## config.mk

```make
export PLATFORM = sky130hd
export DESIGN_NAME = uart_word_packer
export DESIGN_NICKNAME = d
export VERILOG_FILES = /design/src/rtl/uart_word_packer_pkg.sv /design/src/rtl/uart_word_packer.sv
export SDC_FILE = /design/constraint.sdc
export NUM_CORES = 1
export LEC_CHECK = 0
export ABC_AREA = 1
export BUFFER_PORTS_ARGS = -buffer_cell sky130_fd_sc_hd__clkbuf_2
export CAP_MARGIN = 20
export CORE_MARGIN = 3
export CORE_UTILIZATION = 51
export CTS_BUF_LIST = sky130_fd_sc_hd__clkbuf_16
export CTS_CLUSTER_SIZE = 25
export DETAILED_ROUTE_END_ITERATION = 12
export HOLD_SLACK_MARGIN = 0.06
export PLACE_DENSITY = 0.76
export RECOVER_POWER = 100
export SLEW_MARGIN = 15
export SYNTH_ARGS = -nofsm -noshare
export SYNTH_HDL_FRONTEND = slang
export SYNTH_SLANG_ARGS = --single-unit
```

## constraint.sdc

```tcl
create_clock -name clk -period 2.22 [get_ports clk]
set_input_delay 0.444 -clock clk [delete_from_list [all_inputs] [get_ports clk]]
set_output_delay 0.444 -clock clk [all_outputs]
set_load 0.05 [all_outputs]
```

## src/rtl/uart_word_packer_pkg.sv

```systemverilog
// uart_word_packer_pkg: shared constants for the UART word packer
package uart_word_packer_pkg;
  localparam int BYTES_DEFAULT = 4;
  localparam int CNT_W = 4;
endpackage

```

## src/rtl/uart_word_packer.sv

```systemverilog
// uart_word_packer: packs FWFT UART FIFO bytes little-endian into BYTES-wide words
module uart_word_packer
  import uart_word_packer_pkg::*;
#(
  parameter int BYTES = BYTES_DEFAULT
) (
  input  logic               clk,
  input  logic               rst,
  input  logic [7:0]         fifo_dout,
  input  logic               fifo_empty,
  output logic               fifo_rd_en,
  input  logic               clear,
  output logic [8*BYTES-1:0] word_data,
  output logic               word_valid,
  input  logic               word_ready,
  output logic [CNT_W-1:0]   partial_cnt,
  output logic [31:0]        word_count
);
  logic [8*(BYTES-1)-1:0] r_asm;
  logic [8*BYTES-1:0]     r_data;
  logic [8*BYTES-1:0]     w_full;
  logic [CNT_W-1:0]       r_cnt;
  logic                   r_valid;
  logic [31:0]            r_count;
  logic                   w_last;
  logic                   w_stall;
  logic                   w_pop;
  logic                   w_hand;
  // pop decision: the completing byte waits while an unconsumed word is held
  always_comb begin
    w_last = r_cnt == CNT_W'(BYTES - 1);
    w_stall = w_last && r_valid && !word_ready;
    w_pop = !fifo_empty && !clear && !w_stall && !rst;
    w_hand = r_valid && word_ready;
    w_full = {fifo_dout, r_asm};
  end
  // assembly register, output word register and handoff counter
  always_ff @(posedge clk) begin
    if (rst) begin
      r_asm <= '0;
      r_data <= '0;
      r_cnt <= '0;
      r_valid <= 1'b0;
      r_count <= '0;
    end else begin
      if (clear) r_cnt <= '0;
      else if (w_pop) r_cnt <= w_last ? '0 : r_cnt + 1'b1;
      for (int i = 0; i < BYTES - 1; i++)
        if (w_pop && !w_last && r_cnt == CNT_W'(i)) r_asm[8*i +: 8] <= fifo_dout;
      if (w_pop && w_last) begin
        r_data <= w_full;
        r_valid <= 1'b1;
      end else if (w_hand) r_valid <= 1'b0;
      if (w_hand) r_count <= r_count + 1'b1;
    end
  end
  assign fifo_rd_en = w_pop;
  assign word_data = r_data;
  assign word_valid = r_valid;
  assign partial_cnt = r_cnt;
  assign word_count = r_count;
endmodule
```

* Yosys cells after proc, flatten, opt, wreduce, memory -nomap -nowiden
Index checks and enable logic that the tools add are counted.
** Operators by class
- Add/sub/neg operators :: 2
- Multiply operators :: 0
- Divide/modulo/power cells :: 0
- Magnitude comparators :: 0
- Equal/unequal tests :: 3
- Shift operators :: 0
- Mux-type cells :: 3
- Bitwise operators :: 0
- Reductions and logical operators :: 20
** Operators with widths (number)
- adder 32 x 1 -> 32 bit (second input constant) :: 1
- logical AND 1 bit :: 11
- equality test 4 x 2 -> 1 bit (second input constant) :: 2
- logical NOT 1 bit :: 6
- adder 4 x 1 -> 4 bit (second input constant) :: 1
- equality test 4 x 1 -> 1 bit (second input constant) :: 1
- logical NOT 4 bit :: 1
- 2-to-1 mux 4 bit :: 1
- 2-to-1 mux 1 bit :: 2
- nonzero test 2 bit :: 1
- OR reduction 2 bit :: 1
** Word-level totals
- Flip-flop bits (word level) :: 93
- Latch bits :: 0
- RAM bits :: 0
- ROM bits :: 0
- Bits of input ports :: 13
- Output and inout bits :: 70
- Word-level logic and storage cells :: 35
- Memories :: 0

* Logic depth before layout (Yosys ltp)
Gate-level depths: netlist of the first run.
- Depth after elaboration :: 8
- Depth in mapped cells :: 10
- Depth with buffers taken out :: 9

* Least setup slack after synthesis of the first run
No wires, ideal clock.
- Path kind :: register -> output
- Start :: register r_cnt[3] (netlist: partial_cnt[3])
- End :: output fifo_rd_en
- Arrival :: 1565 ps
- Data required time :: 1776 ps
- Path slack :: 211 ps
- Cell stages (with the launch flop) :: 5
- Path buffers :: 0
- Cell sequence :: dfxtp_1 -> nor2_4 -> nand2_1 -> inv_2 -> a21oi_2
** On the way
- Longest elaborated chain between the ends :: 6
** Ends and longest elaborated chain
- from (decl) :: line uart_word_packer.sv:22 : logic [CNT_W-1:0] r_cnt;
- from (signal assigned) :: line uart_word_packer.sv:47 : else if (w_pop) r_cnt <= w_last ? '0 : r_cnt + 1'b1;
- equality test 4 x 2 -> 1 bit :: line uart_word_packer.sv:31 : w_last = r_cnt == CNT_W'(BYTES - 1);
- logical AND 1 bit (2 in series) :: line uart_word_packer.sv:32 : w_stall = w_last && r_valid && !word_ready;
- logical NOT 1 bit :: line uart_word_packer.sv:33 : w_pop = !fifo_empty && !clear && !w_stall && !rst;
- logical AND 1 bit (2 in series) :: line uart_word_packer.sv:33
- to (decl) :: line uart_word_packer.sv:11 : output logic fifo_rd_en,
Every way passes these cells.

* Worst setup path in the final report of the first run
- Start :: register r_cnt[0] (netlist: partial_cnt[0])
- End :: output fifo_rd_en
Same word-level chain as after synthesis.

==> results by group, run 1 <==
Clocking
  – Root Driver: clkbuf_16
  – Setup bufs post-CTS: 0
  – Clock-pin slew on the worst setup and hold paths: 0.07 ns
  – Bufs on Longest Clock Path: 2
  – Hold Buf Count CTS: 0
  – CTS tree: built
  – # resized after CTS: 0
  – CTS Buf Count: 9
  – H-tree depth: 3
  – CTS sink count: 93
  – Later-pin clock latency in the skew report: 0.34 ns

Synthesis
  – Post-synth EDFFs: 0
  – Synth cell count leaders: dfxtp_1 (93), nand2_1 (73), nor2_1 (73)
  – Synthesized cell area: 4031 µm²
  – Top post-synthesis cells by area: dfxtp_1 (46%), a21oi_1 (8.3%), o21ai_0 (8.2%), nand2_1 (6.8%), nor2_1 (6.8%)
  – Register bit total from synthesis: 93
  – Syn. warnings: 0
  – Syn Nets: 557
  – Mean Syn Cell Area: 7.479 µm²
  – Synth unique cells: 34
  – Post-synth top area cell: dfxtp_1
  – Post-synth ARST share: 0%
  – Share of the synthesized area in the top cell type: 46.18%
  – Post-synthesis sequential area ratio: 46.18%
  – Main flop type after synthesis: dfxtp_1
  – Mapped Cells: 539
  – Most instantiated library cell after synthesis: dfxtp_1

Timing
  – Highest Clock Rate: 0.4746 GHz
  – Worst Clk Skew: 0.008953 ns
  – Least-Margin Pin Slew: 1.309 ns
  – Fin. Hold Viols: 0
  – Slew margin rel.: 12.70%
  – RSZ-0062 raised after global routing: false
  – PnR worst setup slack: 0.1131 ns
  – Total negative slack: 0 ns
  – Crit path time final: 2.107 ns
  – # setup viols final: 0
  – Final worst-path cycle share: 94.91%
  – Slew Limit Fails: 0

Worst hold path
  – Hold Path Cell Cnt: 3
  – Hold endpoint: word_data[24]$_SDFFE_PP0P_
  – Hold WC Path Type: primary input to flop
  – Hold Crit Start: fifo_dout[0]

Routing
  – Routed len/inst: 13.59 µm
  – DR pass1 iterations: 4
  – Detail Route Antenna Nets: 0
  – 1st-iter DRT viols: 255
  – Post-Route WL: 9.774 mm
  – Vias: 3,740
  – Drt drc: 0
  – Vias per cell: 5.202

Cells and area
  – Core Util, Final: 62.89%
  – Share of cells above drive strength 1: 8.226%
  – Area added between synthesis and finish: 16.17%
  – Fill count: 727
  – Multi-input gate area: 1760 µm²
  – Register area: 1862 µm²
  – Nets: 634
  – Diodes inserted: 0

Worst setup path
  – Req. time, crit path: 1.78 ns
  – Arr. time, crit path: 1.66 ns
  – Worst reg-to-reg setup slack: 0.28 ns
  – CP Cell Sequence: ha_1, nand2_1, inv_1, a21oi_2, buf_2
  – Crit path launch: partial_cnt[0]$_SDFFE_PP0N_
  – Slowest cell on the critical path: dfxtp_1
  – FF-to-FF Start: word_count[1]$_SDFFE_PP0P_
  – Cells on worst reg2reg path: 8
  – CP Max Fanout: 5
  – Max incr delay on CP: 0.35 ns
  – Startpoint types: flop
  – Crit path kind: flop to output pin
  – CP endpoint kind: output pin
  – RR Endpoint: word_count[26]$_SDFFE_PP0P_

Global route
  – GRT Util Overall: 22.27%
  – Largest net degree at the start of global routing: 82
  – Antenna violations before repair: 0
  – Vias in the first global route: 3,400
  – GR Overflow Total: 0
  – Global-route wire length before repair: 15.86 mm

Placement
  – Detailed Place HPWL: 7.002 mm
  – Placement Setup Slack: 0.4072 ns
  – Port Buffers: 82
  – Gpl congestion: 0.8837

Floorplan
  – Die area: 9008 µm²
  – Total core area: 7447 µm²
  – Starting density of the core: 54.13%
  – Die height: 94.91 µm
  – I/O pin count: 83
  – Die W: 94.91 µm
  – FP Rows: 31

Job
  – Max-cap violations: 0

Power
  – Reg power frac: 50.5%
  – Leak Pwr: 1.842 nW
  – Sw power: 740.4 µW
  – Gate power share: 3.5%
  – Clk pwr share: 45.9%
  – Sw Ratio: 22.23%
  – P_int: 2.591 mW
  – Total power per unit cell area: 711.3 nW/µm²
  – VDD IR max: 0.5461 mV

Outcome
  – Status: finished clean
-- power groups by stage --
stage / Clock, mW / Sequential (mW) / Combinational (mW)
after floorplan: 0 / 1.73 / 0.0744
after global placement: 0 / 1.72 / 0.113
after detailed placement: 0 / 1.72 / 0.116
after CTS: 1.54 / 1.68 / 0.117
after global routing: 1.61 / 1.68 / 0.132
final: 1.53 / 1.68 / 0.118
-- routing by layer --
metal	track usage [%]	share of wire (%)
met1	30.38	46
met2	34.70	46
met4	9.375	1.6
met5	0	0
met3	3.904	5.8
-- final cells by class --
type	count	area share (%)
tap	99	2.645
sequential	93	39.75
multi-input combinational	352	37.59
clock inverter	6	1.523
clock buffer	9	4.809
timing repair buffer	85	7.614
inverter	75	6.065
-- per-stage QoR --
step                hold slack (ns)  total power, mW  instance area, µm²  instances
finish                       0.4280            3.331                4683        719
detailed placement           0.4480            1.838                4491        704
CTS                          0.4218            3.345                4787        719
floorplan                    0.4291            1.800                4031        539
global placement             0.4370            1.834                4491        704
global route                 0.4625            3.425                4683        719
-- critical path, delay by kind of cell (launching register included) --
family / cells / cell delay [ns]
buffers and inverters: 2 / 0.40
and+or+nand+nor: 1 / 0.09
DFF: 1 / 0.35
AOI/OAI and AO/OA: 1 / 0.23
adders and majority gates: 1 / 0.25
-- cell usage in the layout, fill, tap and decap left out, types with 5 or more instances in the layout --
master | Yosys | final
clkbuf_2 | 0 | 13
dfxtp_1 | 93 | 93
ha_1 | 5 | 5
o21ai_0 | 66 | 67
nor2_1 | 73 | 74
nor2_4 | 6 | 5
nand3_1 | 21 | 22
clkbuf_16 | 0 | 9
nand2_1 | 73 | 74
clkbuf_1 | 5 | 69
a21oi_1 | 67 | 67
inv_1 | 71 | 73
nand4_1 | 13 | 13
-- logic make-up after synthesis --
kind of cell	Yosys count	synth area share, %
and+or+nand+nor	206	24.46
adders and majority gates	5	1.552
AOI/OAI and AO/OA	138	17.38
xor gates and xnor gates	3	0.6519
DFF	93	46.18
buffers and inverters	94	9.777
-- worst max-delay path by stage --
stage,slack [ns],cells after the start,to
final,0.11,5,fifo_rd_en
after global routing,0.01,5,fifo_rd_en
after CTS,0.1,5,fifo_rd_en
after detailed placement,0.41,9,word_data[1]$_SDFFE_PP0P_
after global placement,0.46,5,fifo_rd_en
after floorplan,0.21,4,fifo_rd_en
-- flip-flops by register name, indices dropped and copies added (netlist names) --
| name | flops |
|---|---|
| word_data | 32 |
| word_valid | 1 |
| word_count | 32 |
| partial_cnt | 4 |
| r_asm | 24 |
Power figures use the tool's default switching activity.
==> inputs of run 2 (changes only) <==
ABC_AREA = unset   (was 1)
HOLD_SLACK_MARGIN = unset   (was 0.06)
PLACE_DENSITY = 0.77   (was 0.76)
==> run 2 against run 1 <==
Worst hold slack got worse by 0.061 ns. Critical path type unchanged. Total power fell by 0.77%. Worst setup slack improved by 0.018 ns. Flip-flop and latch count unchanged. Global-route usage decreased by 1.4 points. Register-to-register slack got worse by 0.15 ns.
==> results by group, run 2 <==
Cells and area
  – Diodes inserted: 0 (unchanged)
  – Area added between synthesis and finish: 20.13%
  – Most common cell after layout, fill and taps aside: dfxtp_1
  – Register area: 1872 µm² (+0.54%)
  – Core Util, Final: 65.14% (+2.3 points)
  – Share of cells above drive strength 1: 10.40% (+2.2 points)
  – Fill count: 616 (-15%)
  – Most frequent cells in the layout: dfxtp_1 (85), nand2_1 (77), clkbuf_1 (75), a21oi_1 (49), nor2_1 (44)
  – Multi-input gate area: 1794 µm² (+1.9%)
  – Nets: 542 (-15%)

Synthesis
  – Mapped Cells: 437 (-19%)
  – Main flop type after synthesis: dfxtp_1
  – Post-synthesis sequential area ratio: 49.17% (+3.0 points)
  – Post-synth ARST share: 0% (unchanged)
  – Register bit total from synthesis: 93 (unchanged)
  – Synthesized cell area: 3786 µm² (-6.1%)
  – Synth unique cells: 35 (+2.9%)
  – Syn. warnings: 0 (unchanged)
  – Most instantiated library cell after synthesis: dfxtp_1
  – Top post-synthesis cells by area: dfxtp_1 (49%), nand2_1 (7.6%), a21oi_1 (6.5%), mux2i_1 (6.3%), nor2_1 (4.4%)
  – Post-synth top area cell: dfxtp_1
  – Syn Nets: 455 (-18%)
  – Share of the synthesized area in the top cell type: 49.17% (+3.0 points)
  – Mean Syn Cell Area: 8.664 µm² (+16%)
  – Post-synth EDFFs: 0 (unchanged)
  – Synth cell count leaders: dfxtp_1 (93), nand2_1 (77), a21oi_1 (49)

Job
  – Max-cap violations: 0 (unchanged)

Placement
  – Placement Setup Slack: 0.1376 ns (-0.2696 ns)
  – Port Buffers: 82 (unchanged)
  – Detailed Place HPWL: 5.964 mm (-15%)
  – Gpl congestion: 0.8403 (-4.9%)

Timing
  – RSZ-0062 raised after global routing: false
  – Worst Clk Skew: 0.008574 ns (-0.0003792 ns)
  – Hold slack: 0.3666 ns (-0.06133 ns)
  – Highest Clock Rate: 0.4788 GHz (+0.88%)
  – Fin. Hold Viols: 0 (unchanged)
  – Slew Limit Fails: 0 (unchanged)
  – Crit path time final: 2.088 ns (-0.01844 ns)
  – # setup viols final: 0 (unchanged)
  – Final worst-path cycle share: 94.08% (-0.83 points)
  – Slew margin rel.: 55.15% (+42 points)
  – PnR worst setup slack: 0.1315 ns (+0.01843 ns)
  – Least-Margin Pin Slew: 0.6727 ns (-0.6367 ns)
  – Total negative slack: 0 ns (unchanged)

Global route
  – Vias in the first global route: 3,075 (-9.6%)
  – GRT Util Overall: 20.85% (-1.4 points)
  – Largest net degree at the start of global routing: 54 (-34%)
  – Antenna violations before repair: 0 (unchanged)
  – GR Overflow Total: 0 (unchanged)
  – Global-route wire length before repair: 14.35 mm (-9.5%)

Worst setup path
  – Slowest cell on the critical path: dfxtp_2
  – Req. time, crit path: 1.78 ns (about the same)
  – Max incr delay on CP: 0.38 ns (+0.03 ns)
  – Startpoint types: flop
  – CP Cell Sequence: ha_1, inv_1, nor4_1, buf_4, nor3_2, buf_2
  – Crit path kind: flop to output pin
  – Arr. time, crit path: 1.64 ns (-0.02 ns)
  – CP Max Fanout: 6 (+1)
  – CP endpoint kind: output pin
  – Worst reg-to-reg setup slack: 0.13 ns (-0.15 ns)

Clocking
  – Clock-pin slew on the worst setup and hold paths: 0.07 ns (about the same)
  – Later-pin clock latency in the skew report: 0.35 ns (about the same)
  – CTS sink count: 93 (unchanged)
  – Bufs on Longest Clock Path: 2 (unchanged)
  – H-tree depth: 3 (unchanged)
  – CTS tree: built
  – CTS Buf Count: 9 (unchanged)
  – Setup bufs post-CTS: 0 (unchanged)
  – Root Driver: clkbuf_16

Routing
  – Vias per cell: 5.450 (+4.8%)
  – DR pass1 iterations: 4 (unchanged)
  – Drt drc: 0 (unchanged)
  – Routed len/inst: 13.94 µm (+2.6%)
  – Detail Route Antenna Nets: 0 (unchanged)
  – 1st-iter DRT viols: 134 (-47%)
  – Post-Route WL: 8.715 mm (-11%)
  – Vias: 3,406 (-8.9%)

Floorplan
  – Die height: 92.16 µm (-2.9%)
  – FP Rows: 30 (-3.2%)
  – Total core area: 6982 µm² (-6.2%)
  – Starting density of the core: 54.23% (+0.096 points)
  – Die W: 92.16 µm (-2.9%)
  – I/O pin count: 83 (unchanged)
  – Die area: 8493 µm² (-5.7%)

Outcome
  – Status: finished clean

Power
  – VDD IR max: 0.4068 mV (-26%)
  – Total power per unit cell area: 726.8 nW/µm² (+2.2%)
  – Leak Pwr: 1.687 nW (-8.5%)

Worst hold path
  – Hold WC Path Type: primary input to flop
[run 2: kinds of logic after synthesis]
kind of cell,Yosys count,synth area share (%)
AND/OR/NAND/NOR,200,25.41
buffers and inverters,30,3.238
AO/OA/AOI/OAI,66,9.386
multiplexers,30,8.129
adder cells (fa/ha/maj),5,1.652
flip-flops,93,49.17
XOR/XNOR,13,3.007
[run 2: critical path, delay by kind of cell, from the launching register on]
| family | cells | cell delay, ns |
|---|---|---|
| buffers and inverters | 3 | 0.46 |
| DFF | 1 | 0.38 |
| adders and majority gates | 1 | 0.20 |
| and+or+nand+nor | 2 | 0.27 |
[run 2: power by group]
group	internal (mW)	total, mW	switching (mW)
clock	0.801	1.54	0.736
sequential	1.67	1.68	0.00425
combinational	0.0262	0.0905	0.0643
total	2.50	3.31	0.805
[run 2: repair_timing]
item	CTS	global route
endpoints found under the setup margin	0	1
gates resized for setup	0	3
hold buffers	0	0
[run 2: routing by layer]
layer | GRT usage, % | vias up | share of wire [%]
li1 | - | 1695 | -
met1 | 26.44 | 1621 | 46
met2 | 34.37 | 76 | 47
met3 | 3.938 | 14 | 4.1
met5 | 0 | - | 0
met4 | 9.530 | 0 | 2.2
[run 2: area by class of cell]
cell class	instances	area share (%)
sequential	93	41.16
tap	96	2.641
clock inverter	7	1.651
clock buffer	9	4.952
inverter	8	0.6602
multi-input combinational	314	39.45
timing repair buffer	98	9.491
[run 2: worst paths after layout]
check | from | end | cells past startpoint
setup / recovery | partial_cnt[1]$_SDFFE_PP0N_ | fifo_rd_en | 6
hold / removal | fifo_dout[7] | word_data[31]$_SDFFE_PP0P_ | 3
setup reg to reg | word_count[0]$_SDFFE_PP0P_ | word_count[26]$_SDFFE_PP0P_ | 6
hold reg to reg | r_asm[18]$_SDFFE_PP0P_ | word_data[18]$_SDFFE_PP0P_ | 2
[run 2: metrics by stage]
step | power (mW) | std cells | area (µm²)
floorplan | 1.768 | 437 | 3802
global placement | 1.807 | 609 | 4373
finish | 3.306 | 625 | 4548
global route | 3.406 | 625 | 4548
CTS | 3.328 | 625 | 4673
detailed placement | 1.808 | 609 | 4373
==> inputs of run 3 (changes only) <==
CTS_BUF_LIST = sky130_fd_sc_hd__clkbuf_4 sky130_fd_sc_hd__clkbuf_8   (was sky130_fd_sc_hd__clkbuf_16)
==> run 3 against run 2 <==
First-iteration DRC count is 6.7% higher. Sequential power about the same. Final area increased by 0.39%. Largest cell class unchanged. Largest power group unchanged.
==> results by group, run 3 (same netlist as run 2, synthesis figures left out) <==
Outcome
  – Status: finished clean

Job
  – Max-cap violations: 0 (unchanged)

Worst setup path
  – Cells on worst reg2reg path: 6 (unchanged)
  – Crit path kind: flop to output pin
  – RR Endpoint: word_count[26]$_SDFFE_PP0P_
  – CP endpoint kind: output pin
  – Worst path depth: 6 (unchanged)
  – Arr. time, crit path: 1.66 ns (+0.02 ns)
  – CP Cell Sequence: ha_1, inv_1, nor4_2, buf_4, nor3_2, buf_2
  – Critical path's top delay family: buffers and inverters
  – Slowest cell on the critical path: dfxtp_2
  – FF-to-FF Start: word_count[0]$_SDFFE_PP0P_
  – CP Max Fanout: 6 (unchanged)
  – Req. time, crit path: 1.78 ns (about the same)
  – Startpoint types: flop
  – Worst reg-to-reg setup slack: 0.15 ns (+0.02 ns)
  – Crit path buf inv count: 3 (unchanged)
  – Max incr delay on CP: 0.38 ns (about the same)

Clocking
  – H-tree depth: 3 (unchanged)
  – Clock-pin slew on the worst setup and hold paths: 0.11 ns (+0.04 ns)
  – CTS tree: built
  – CTS Buf Count: 9 (unchanged)
  – Root Driver: clkbuf_8
  – Bufs on Longest Clock Path: 2 (unchanged)
  – Later-pin clock latency in the skew report: 0.36 ns (about the same)
  – Setup bufs post-CTS: 0 (unchanged)
  – CTS sink count: 93 (unchanged)

Power
  – Clk pwr share: 38.9% (-7.6 points)
  – Reg power frac: 58.0% (+7.2 points)
  – Sw Ratio: 25.78% (+1.4 points)
  – Gate power share: 3.2% (+0.5 points)
  – Sw power: 746.5 µW (-7.2%)
  – Leak Pwr: 1.905 nW (+13%)
  – Total power per unit cell area: 634.3 nW/µm² (-13%)
  – VDD IR max: 0.6255 mV (+54%)
  – P_int: 2.150 mW (-14%)
  – Total Power: 2.896 mW (-12%)

Placement
  – Cell count after placement: 609 (unchanged)
  – Placement Setup Slack: 0.1376 ns (unchanged)
  – Gpl congestion: 0.8403 (unchanged)
  – Port Buffers: 82 (unchanged)
  – Detailed Place HPWL: 5.964 mm (unchanged)

Timing
  – Worst Clk Skew: 0.01494 ns (+0.006369 ns)
  – Highest Clock Rate: 0.4758 GHz (-0.63%)
  – Slew Limit Fails: 0 (unchanged)
  – Crit path time final: 2.102 ns (+0.01314 ns)
  – Fin. Hold Viols: 0 (unchanged)
  – # setup viols final: 0 (unchanged)
  – Least-Margin Pin Slew: 0.5266 ns (-0.1462 ns)
  – Final worst-path cycle share: 94.67% (+0.59 points)
  – Slew margin rel.: 64.90% (+9.7 points)
  – Total negative slack: 0 ns (unchanged)
  – PnR worst setup slack: 0.1184 ns (-0.01314 ns)

Cells and area
  – Share of cells above drive strength 1: 24.57% (+14 points)
  – Most frequent cells in the layout: dfxtp_1 (85), clkbuf_2 (80), nand2_1 (77), a21oi_1 (49), nor2_1 (44)
  – Most common cell after layout, fill and taps aside: dfxtp_1
  – Nets: 542 (unchanged)
  – Finished Layout Cells: 625 (unchanged)
  – Diodes inserted: 0 (unchanged)
  – Area added between synthesis and finish: 20.59%

Routing
  – Vias: 3,374 (-0.94%)
  – Vias per cell: 5.398 (-0.94%)
  – Post-Route WL: 8.580 mm (-1.5%)
  – Routed len/inst: 13.73 µm (-1.5%)
  – Drt drc: 0 (unchanged)
  – Detail Route Antenna Nets: 0 (unchanged)
  – 1st-iter DRT viols: 143 (+6.7%)
  – DR pass1 iterations: 4 (unchanged)

Floorplan
  – I/O pin count: 83 (unchanged)
  – Die W: 92.16 µm (unchanged)
  – Total core area: 6982 µm² (unchanged)
  – Die height: 92.16 µm (unchanged)
  – FP Rows: 30 (unchanged)
  – Starting density of the core: 54.23% (unchanged)
  – Die area: 8493 µm² (unchanged)

Global route
  – GR Overflow Total: 0 (unchanged)
  – Global-route wire length before repair: 14.23 mm (-0.82%)
  – Largest net degree at the start of global routing: 54 (unchanged)
  – GRT Util Overall: 20.54% (-0.31 points)
  – Antenna violations before repair: 0 (unchanged)
  – Vias in the first global route: 3,069 (-0.20%)

Worst hold path
  – Hold WC Path Type: primary input to flop
  – Hold Crit Start: fifo_dout[1]
  – Hold Path Cell Cnt: 3 (unchanged)
  – Hold endpoint: word_data[25]$_SDFFE_PP0P_
==> run 3: cell types whose count changed in the layout (fill, tap and decap cells not counted) <==
cell	before	now
clkbuf_1	75	3
clkbuf_8	0	9
nand4_1	11	9
nor4_2	0	1
nor4_1	6	5
clkbuf_2	12	80
clkbuf_16	9	0
buf_4	8	12
nand4_2	0	2
==> run 3: routing by layer <==
| layer | part of all wire, % | global-route usage [%] |
|---|---|---|
| met1 | 46 | 26.29 |
| met3 | 4.4 | 3.692 |
| met5 | 0 | 0 |
| met2 | 48 | 34.18 |
| met4 | 1.5 | 8.416 |
==> run 3: area by class of cell <==
type / count / area (µm²)
Fill cell: 585 / 2416
Sequential cell: 93 / 1872
Multi-Input combinational cell: 314 / 1813
Timing Repair Buffer: 98 / 531.8
Clock buffer: 9 / 123.9
Tap cell: 96 / 120.1
Clock inverter: 7 / 75.07
Inverter: 8 / 30.03
==> run 3: what timing repair did <==
action                     4_1_cts  5_1_grt
resized for setup                0        4
setup endpoints to repair        0        1
hold buffers                     0        0
==> run 3: how the worst max path moves through the flow <==
| stage | slack [ns] | endpoint | start |
|---|---|---|---|
| after floorplan | 0.06 | fifo_rd_en | partial_cnt[1]$_SDFFE_PP0N_ |
| after global placement | 0.17 | word_count[28]$_SDFFE_PP0P_ | word_ready |
| after detailed placement | 0.14 | word_count[26]$_SDFFE_PP0P_ | word_ready |
| after CTS | 0.007 | fifo_rd_en | partial_cnt[1]$_SDFFE_PP0N_ |
| after global routing | -0.005 | fifo_rd_en | partial_cnt[1]$_SDFFE_PP0N_ |
| final | 0.12 | fifo_rd_en | partial_cnt[1]$_SDFFE_PP0N_ |
==> run 3: tightest hold or removal path: cells and delay by family <==
kind	cells	cell delay, ns
AO/OA/AOI/OAI	1	0.05
buffers and inverters	1	0.12
AND/OR/NAND/NOR	1	0.06
==> run 3: power by group through the flow <==
stage                     sequential [mW]  combinational, mW  clock [mW]
after global placement               1.72             0.0901           0
after CTS                            1.68             0.0918        1.15
after global routing                 1.68             0.0999        1.22
after floorplan                      1.72             0.0490           0
final                                1.68             0.0922        1.13
after detailed placement             1.72             0.0917           0
==> run 3: through the flow <==
step / util, % / cell area, µm² / hold slack (ns)
after floorplan: - / 3802 / 0.4316
after global placement: 62.63 / 4373 / 0.4366
after detailed placement: 62.63 / 4373 / 0.4446
after CTS: 65.48 / 4572 / 0.3348
after global routing: 65.39 / 4566 / 0.3441
final: 65.39 / 4566 / 0.3376
